[src/rtl/bomb_pkg.sv]
// ============================================================================
// Module      : bomb_pkg
// Description : Shared types and constants for the bomb controller.
// Revision    : 1.0 - initial release
// ============================================================================
`default_nettype none

package bomb_pkg;

    localparam int TILE_W = 4;
    localparam int CNT_W  = 8;

    localparam logic [7:0] KEY_P1_BOMB = 8'h19;
    localparam logic [7:0] KEY_P2_BOMB = 8'h13;

    typedef enum logic [2:0] {
        PH_IDLE   = 3'd0,
        PH_FUSE   = 3'd1,
        PH_EXP_S  = 3'd2,
        PH_EXP_L  = 3'd3,
        PH_EXP_S2 = 3'd4
    } bomb_phase_t;

endpackage

`default_nettype wire

[src/rtl/bomb_timer.sv]
// ============================================================================
// Module      : bomb_timer
// Description : One bomb's phase FSM, frame counter, tile latch and blast flag.
// Revision    : 1.0 - initial release
// ============================================================================
`default_nettype none

module bomb_timer
    import bomb_pkg::*;
#(
    parameter int FUSE_FRAMES = 120,
    parameter int EXP_FRAMES  = 16
) (
    input  logic              clk,
    input  logic              rst,
    input  logic              place,
    input  logic              tick_en,
    input  logic              clear_pending,
    input  logic [TILE_W-1:0] x,
    input  logic [TILE_W-1:0] y,
    output logic [2:0]        phase,
    output logic [TILE_W-1:0] bx,
    output logic [TILE_W-1:0] by,
    output logic              pending
);

    localparam logic [CNT_W-1:0] C_FUSE_LOAD = CNT_W'(FUSE_FRAMES - 1);
    localparam logic [CNT_W-1:0] C_EXP_LOAD  = CNT_W'(EXP_FRAMES - 1);

    bomb_phase_t       phase_q, phase_d;
    logic [CNT_W-1:0]  cnt_q, cnt_d;
    logic [TILE_W-1:0] bx_q, bx_d;
    logic [TILE_W-1:0] by_q, by_d;
    logic              pending_q, pending_d;

    always_ff @(posedge clk) begin
        if (rst) begin
            phase_q   <= PH_IDLE;
            cnt_q     <= '0;
            bx_q      <= '0;
            by_q      <= '0;
            pending_q <= 1'b0;
        end else begin
            phase_q   <= phase_d;
            cnt_q     <= cnt_d;
            bx_q      <= bx_d;
            by_q      <= by_d;
            pending_q <= pending_d;
        end
    end

    always_comb begin
        phase_d   = phase_q;
        cnt_d     = cnt_q;
        bx_d      = bx_q;
        by_d      = by_q;
        pending_d = pending_q & ~clear_pending;

        case (phase_q)
            PH_IDLE: begin
                if (place) begin
                    phase_d = PH_FUSE;
                    cnt_d   = C_FUSE_LOAD;
                    bx_d    = x;
                    by_d    = y;
                end
            end
            PH_FUSE, PH_EXP_S, PH_EXP_L, PH_EXP_S2: begin
                if (tick_en) begin
                    if (cnt_q != '0) begin
                        cnt_d = cnt_q - 1'b1;
                    end else begin
                        cnt_d = C_EXP_LOAD;
                        case (phase_q)
                            PH_FUSE: begin
                                phase_d   = PH_EXP_S;
                                pending_d = 1'b1;
                            end
                            PH_EXP_S: phase_d = PH_EXP_L;
                            PH_EXP_L: phase_d = PH_EXP_S2;
                            default: begin
                                phase_d = PH_IDLE;
                                cnt_d   = '0;
                            end
                        endcase
                    end
                end
            end
            // Unreachable encodings fall back to a clean idle bomb.
            default: begin
                phase_d = PH_IDLE;
                cnt_d   = '0;
            end
        endcase
    end

    assign phase   = phase_q;
    assign bx      = bx_q;
    assign by      = by_q;
    assign pending = pending_q;

endmodule

`default_nettype wire

[src/rtl/bomb_controller.sv]
// ============================================================================
// Module      : bomb_controller
// Description : Two-player bomb sequencing with round-robin blast announcement.
// Revision    : 1.0 - initial release
// ============================================================================
`default_nettype none

module bomb_controller
    import bomb_pkg::*;
#(
    parameter logic [7:0] P1_KEY      = KEY_P1_BOMB,
    parameter logic [7:0] P2_KEY      = KEY_P2_BOMB,
    parameter int         FUSE_FRAMES = 120,
    parameter int         EXP_FRAMES  = 16
) (
    input  logic              Clk,
    input  logic              Reset,
    input  logic              frame_tick,
    input  logic              game_active,
    input  logic [7:0]        keycode,
    input  logic [TILE_W-1:0] p1_x,
    input  logic [TILE_W-1:0] p1_y,
    input  logic [TILE_W-1:0] p2_x,
    input  logic [TILE_W-1:0] p2_y,
    output logic [2:0]        b1_phase,
    output logic [2:0]        b2_phase,
    output logic [TILE_W-1:0] b1_x,
    output logic [TILE_W-1:0] b1_y,
    output logic [TILE_W-1:0] b2_x,
    output logic [TILE_W-1:0] b2_y,
    output logic              blast_valid,
    output logic              blast_owner,
    output logic [TILE_W-1:0] blast_x,
    output logic [TILE_W-1:0] blast_y
);

    logic [7:0]        prev_key_q;
    logic              rr_q, rr_d;
    logic              valid_q, valid_d;
    logic              owner_q, owner_d;
    logic [TILE_W-1:0] bl_x_q, bl_x_d;
    logic [TILE_W-1:0] bl_y_q, bl_y_d;

    logic tick_en, place1, place2;
    logic pend1, pend2, clr1, clr2;
    logic grant_any, grant_owner;

    assign tick_en = frame_tick & game_active;
    assign place1  = game_active && (keycode == P1_KEY) && (prev_key_q != P1_KEY)
                     && (b1_phase == PH_IDLE);
    assign place2  = game_active && (keycode == P2_KEY) && (prev_key_q != P2_KEY)
                     && (b2_phase == PH_IDLE);

    bomb_timer #(
        .FUSE_FRAMES (FUSE_FRAMES),
        .EXP_FRAMES  (EXP_FRAMES)
    ) u_timer_p1 (
        .clk           (Clk),
        .rst           (Reset),
        .place         (place1),
        .tick_en       (tick_en),
        .clear_pending (clr1),
        .x             (p1_x),
        .y             (p1_y),
        .phase         (b1_phase),
        .bx            (b1_x),
        .by            (b1_y),
        .pending       (pend1)
    );

    bomb_timer #(
        .FUSE_FRAMES (FUSE_FRAMES),
        .EXP_FRAMES  (EXP_FRAMES)
    ) u_timer_p2 (
        .clk           (Clk),
        .rst           (Reset),
        .place         (place2),
        .tick_en       (tick_en),
        .clear_pending (clr2),
        .x             (p2_x),
        .y             (p2_y),
        .phase         (b2_phase),
        .bx            (b2_x),
        .by            (b2_y),
        .pending       (pend2)
    );

    // The pointer names the bomb that wins a tie; it only moves on a tie.
    always_comb begin
        grant_any   = pend1 | pend2;
        grant_owner = (pend1 & pend2) ? rr_q : pend2;
        clr1        = grant_any & ~grant_owner;
        clr2        = grant_any & grant_owner;
        rr_d        = (pend1 & pend2) ? ~rr_q : rr_q;
        valid_d     = grant_any;
        owner_d     = owner_q;
        bl_x_d      = bl_x_q;
        bl_y_d      = bl_y_q;
        if (grant_any) begin
            owner_d = grant_owner;
            bl_x_d  = grant_owner ? b2_x : b1_x;
            bl_y_d  = grant_owner ? b2_y : b1_y;
        end
    end

    always_ff @(posedge Clk) begin
        if (Reset) begin
            prev_key_q <= 8'h00;
            rr_q       <= 1'b0;
            valid_q    <= 1'b0;
            owner_q    <= 1'b0;
            bl_x_q     <= '0;
            bl_y_q     <= '0;
        end else begin
            prev_key_q <= keycode;
            rr_q       <= rr_d;
            valid_q    <= valid_d;
            owner_q    <= owner_d;
            bl_x_q     <= bl_x_d;
            bl_y_q     <= bl_y_d;
        end
    end

    assign blast_valid = valid_q;
    assign blast_owner = owner_q;
    assign blast_x     = bl_x_q;
    assign blast_y     = bl_y_q;

endmodule

`default_nettype wire

[config.mk]
export PLATFORM = sky130hd
export DESIGN_NAME = bomb_controller
export DESIGN_NICKNAME = d
export VERILOG_FILES = /design/src/rtl/bomb_pkg.sv /design/src/rtl/bomb_timer.sv /design/src/rtl/bomb_controller.sv
export SDC_FILE = /design/constraint.sdc
export NUM_CORES = 1
export LEC_CHECK = 0
export CAP_MARGIN = 20
export CORE_MARGIN = 3
export CORE_UTILIZATION = 27
export CTS_CLUSTER_DIAMETER = 200
export DETAILED_ROUTE_END_ITERATION = 10
export HOLD_SLACK_MARGIN = 0.02
export SETUP_SLACK_MARGIN = 0.3
export SYNTH_ARGS = -nofsm -noshare
export SYNTH_HDL_FRONTEND = slang
export SYNTH_SLANG_ARGS = --single-unit
[constraint.sdc]
create_clock -name Clk -period 4.6 [get_ports Clk]
set_input_delay 0.69 -clock Clk [delete_from_list [all_inputs] [get_ports Clk]]
set_output_delay 0.69 -clock Clk [all_outputs]
set_load 0.02 [all_outputs]
# == Yosys cells after proc, flatten, opt, wreduce, memory -nomap -nowiden ==
# Cells that the tools add are included.
# W data, S select, Z words.
# word_totals
reg_bits,59
input_bits,28
out_inout_bits,32
elab_cells,98
# classes
reduce_logical,20
eq_ne,18
bitwise_logic,11
n_addsub,2
mux,31
# op_table
cell,n
$mux W8,6
$pmux W8 S2,2
$mux W3,6
$pmux W3 S3,2
$eq A8 B5 Y1 const B,2
$mux W4,4
$ne A8 B5 Y1 const B,2
$reduce_bool A8 Y1,2
$sub A8 B1 Y8 const B,2
$eq A3 B2 Y1 const B,4
$ne A2 B2 Y1 const B,6
$pmux W3 S2,2
$mux W1,9
$reduce_and A2 Y1,4
$reduce_or A4 Y1,2
$and A1 B1 Y1,6
$eq A3 B1 Y1 const B,2
$eq A3 B3 Y1 const B,2
$logic_and A1 B1 Y1,6
$logic_not A3 Y1,2
$reduce_and A3 Y1,2
$reduce_or A3 Y1,2
$not A1 Y1,4
$or A1 B1 Y1,1

# == Longest topological paths before layout ==
# depth
word_depth,10
mapped_depth,8
depth_no_buf,7

# == Modules after synthesis ==
# Synthesis repeated with hierarchy kept, for this count alone.
# unflattened
hier_cells,357
hier_area_um2,3083.0
# by_module_without_submodules
module,instances,cells_each,seq_area_each_um2,area_each_um2
bomb_timer,2,142,400.4,1153.6
bomb_controller,1,73,380.4,775.7

# == Least setup slack after synthesis ==
# No wires, ideal clock.
# synth_path
kind,input to register
from,in frame_tick
to,reg u_timer_p1.cnt_q[7]
path_buffers,1
setup_slack_ps,2497
arrival_ps,2028
stages,6
required_time_ps,4525
setup_time_ps,75
path_cell_list,and2_1 buf_2 maj3_1 a21oi_2 or4b_2 o22ai_1
# synth_via
elab_chain_len,3
# synth_lines
element,line,rtl
"start, declared",bomb_controller.sv:18,"input logic frame_tick,"
$and A1 B1 Y1,bomb_controller.sv:48,assign tick_en = frame_tick & game_active;
$ne A2 B2 Y1 (no source line),n/a,
$reduce_and A2 Y1 (no source line),n/a,
"end signal, assigned",bomb_timer.sv:45,cnt_q <= cnt_d;
"end, declared",bomb_timer.sv:31,"logic [CNT_W-1:0] cnt_q, cnt_d;"
# No other way between the ends.
# A chain may end at the register's enable or synchronous reset.

# == Final worst setup path ==
# layout_path
from,in keycode[0]
to,reg u_timer_p1.cnt_q[7]
# layout_via
elab_chain_len,6
# layout_lines
element,line,rtl
"start, declared",bomb_controller.sv:20,"input logic [7:0] keycode,"
$eq A8 B5 Y1,bomb_controller.sv:49,assign place1 = game_active && (keycode == P1_KEY) && (prev_key_q != P1_KEY)
$logic_and A1 B1 Y1 (2 in a row),bomb_controller.sv:49,
$logic_and A1 B1 Y1,bomb_controller.sv:50,&& (b1_phase == PH_IDLE);
$ne A2 B2 Y1 (no source line),n/a,
$reduce_and A2 Y1 (no source line),n/a,
# No other way between the ends.

==> flow_metrics.env <==
export IMPL_outcome="complete, no violations"
export IMPL_cts_made_buffers=9
export IMPL_drt_total_wl_mm=7.80
export IMPL_async_reset_ff_frac=0
export IMPL_slew_headroom=0.338
export IMPL_p_sw_mw=0.229
export IMPL_ys_warn_count=0
export IMPL_highest_layer="met4"
export IMPL_synth_cell_types=57
export IMPL_p_per_area_nw_per_um2=287
export IMPL_start_kind="primary input"
export IMPL_place_inst=520
export IMPL_finalSetupViolCount=0
export IMPL_ios=60
export IMPL_grt_max_degree=42
export IMPL_die_area_um2=11700
export IMPL_viasPerCell=5.07
export IMPL_cts_htree_levels=3
export IMPL_synthTopCellsByArea="dfxtp_1 42%, nand2_1 6.7%, a21oi_1 6.4%, o21ai_0 4.1%, mux2i_1 3.2%"
export IMPL_path_cells="clkdlybuf4s50_1 -> nor3b_1 -> and4_1 -> a21oi_2 -> or4b_2 -> o22ai_1"
export IMPL_post_place_ws_ns=1.47
export IMPL_die_x_um=108
export IMPL_track_usage=0.135
export IMPL_avgSynthCellArea_um2=8.27
export IMPL_register_area_um2=1180
export IMPL_yosysMostFrequentCell="dfxtp_1"
export IMPL_netlist_area_um2=2820
export IMPL_ctsHoldBuffers=0
export IMPL_cts_resized=0
export IMPL_start_util=0.283
export IMPL_yosys_most_used_dff="dfxtp_1"
export IMPL_rsz0062_at_grt="false"
export IMPL_slowest_delay_ns=0.65
export IMPL_drive_gt1_frac=0.0844
export IMPL_cp_max_fo=12
export IMPL_grt_pass1_wl_mm=12.6
export IMPL_syn_inst=341
export IMPL_hold_path_class="reg2reg"
export IMPL_synth_seq_cells=59
export IMPL_seqPwrFrac=0.482
export IMPL_drtAntennaViolNets=0
export IMPL_wirelength_met1_mm=3.84
export IMPL_p_int_mw=0.846
export IMPL_power_frac_comb=0.050
export IMPL_cp_arrival_ns=3.04
export IMPL_drt_first_iter_violations=135
export IMPL_synth_nets=373
export IMPL_fp_row_count=36
export IMPL_hold_viol_final=0
export IMPL_instances_no_fill=536
export IMPL_clk_insertion_delay_late_ns=0.33
export IMPL_slowest_stage="or4b_2"
export IMPL_end_kind="register"
export IMPL_required_ns=4.85
export IMPL_fin_skew_ns=0.0102
export IMPL_period_minus_slack_ns=2.79
export IMPL_seq_area_frac_synth=0.419
export IMPL_netlist_area_leader_share=0.419
export IMPL_total_power_mw=1.07
export IMPL_worst_pin_slew_ns=0.986
export IMPL_synth_top_cells_by_count="59 x dfxtp_1, 50 x nand2_1, 36 x a21oi_1"
export IMPL_drtPass1Iterations=5
export IMPL_root_buffer="clkbuf_8"
export IMPL_place_congestion=0.865
export IMPL_fin_tns_setup_ns=0
export IMPL_antenna_found_initial=0
export IMPL_antenna_cells=0
export IMPL_dr_wl_met3_um=525
export IMPL_fp_dieH_um=108
export IMPL_post_cts_setup_buffer_count=0
export IMPL_grt_pass1_vias=2516
export IMPL_cts_sinks=59
export IMPL_synthToLayoutAreaGrowth_pct=32.6
export IMPL_p_sw_frac=0.213
export IMPL_crit_family="simple AND/OR/NAND/NOR gates"
export IMPL_drc=0
export IMPL_layout_nets=430
export IMPL_met2_length_mm=3.35
export IMPL_overflow=0
export IMPL_clockBufferDepth=2
export IMPL_fin_crit_sh=0.606
export IMPL_fin_ws_ns=1.81
export IMPL_crit_type="in2reg"
export IMPL_synth_edff_count=0
export IMPL_vdd_drop_max_uv=166
export IMPL_fmax_mhz=359
export IMPL_fill_cells=1014
export IMPL_detail_route_wl_per_cell_um=14.6
export IMPL_synth_largest_area_cell="dfxtp_1"
export IMPL_holdWs_ns=0.454
export IMPL_numPortBuffers=59
export IMPL_timing_final_max_slew_violations=0
export IMPL_drv_cap=0
export IMPL_cts_tree="built"
export IMPL_worst_path_buf_inv=1
export IMPL_p_leak_nw=1.37
export IMPL_clkPwrFrac=0.468
export IMPL_cts_clk_slew_worst_paths_ns=0.07
export IMPL_dp_hpwl_mm=5.56
export IMPL_vias=2715
export IMPL_core_um2=9950
export IMPL_multi_input_area_um2=1530
-- cells by family after synthesis --
kind of cell	Yosys count	synth area share
multiplexers	9	0.0319
adder cells (fa/ha/maj)	6	0.0248
flip-flops	59	0.419
AO/OA/AOI/OAI	100	0.225
buffers and inverters	28	0.0395
XOR/XNOR	1	0.00310
AND/OR/NAND/NOR	138	0.257
-- worst register-to-register path: cells and delay by family, from the launching register on --
kind,cells,cell delay (ns)
AOI/OAI and AO/OA,2,0.40
DFF,1,0.43
and+or+nand+nor,3,1.53
-- cells in the final DEF, fill, tap and decap left out, drive strengths merged, types with 3 or more instances in the layout --
cell,instances
a211oi,7
a21oi,38
a311oi,3
a31oi,6
buf,3
clkbuf,10
clkdlybuf4s50,59
clkinv,4
dfxtp,59
ha,4
inv,12
mux2i,9
nand2,50
nand2b,5
nand3,13
nor2,18
nor2b,8
nor3,8
nor4,6
o211ai,3
o21ai,24
or2,4
or3,7
or4,5
or4b,3
-- power by group through the flow --
stage	Sequential (mW)	Clock [mW]	Combinational, mW
after detailed placement	0.529	0	0.0533
after floorplan	0.529	0	0.0217
after global placement	0.529	0	0.0540
final	0.518	0.504	0.0537
after CTS	0.518	0.512	0.0539
after global routing	0.518	0.537	0.0585
-- metrics by stage --
| stage | utilization | cell area (um2) |
|---|---|---|
| 2_1_floorplan | - | 2820 |
| 3_3_place_gp | 0.355 | 3530 |
| 3_5_place_dp | 0.355 | 3530 |
| 4_1_cts | 0.376 | 3740 |
| 5_1_grt | 0.376 | 3740 |
| 6_report | 0.376 | 3740 |
-- sequential cells by signal, indices dropped and copies added (netlist names), 3 cells and up --
register and cells:
u_timer_p1.by 4, prev_key_q 8, u_timer_p2.by 4, blast_y 4, u_timer_p1.bx 4, u_timer_p2.bx 4, u_timer_p1.phase 3, u_timer_p2.phase 3
blast_x 4, u_timer_p2.cnt_q 8, u_timer_p1.cnt_q 8
-- final timing paths --
kind	from	end	slack [ns]	depth (start not counted)
min	blast_x[3]	blast_x[3]	0.45	2
max reg2reg	u_timer_p1.phase[2]	u_timer_p1.cnt_q[7]	2.17	5
min reg2reg	blast_x[3]	blast_x[3]	0.45	2
max	keycode[0]	u_timer_p1.cnt_q[7]	1.81	6
-- metal layers --
| metal | global-route usage | vias to the layer above |
|---|---|---|
| li1 | - | 1356 |
| met1 | 0.187 | 1255 |
| met2 | 0.205 | 97 |
| met3 | 0.0304 | 7 |
| met4 | 0.0532 | 0 |
| met5 | 0 | - |
-- layout make-up --
class,count,share of cell area
clock buffers,10,0.0341
clock inverters,6,0.0214
flip-flops and latches,59,0.316
multi-input cells,254,0.409
well taps,133,0.0445
repair buffers,62,0.164
inverters,12,0.0120
Note: power is estimated with default switching activity, not from simulation.
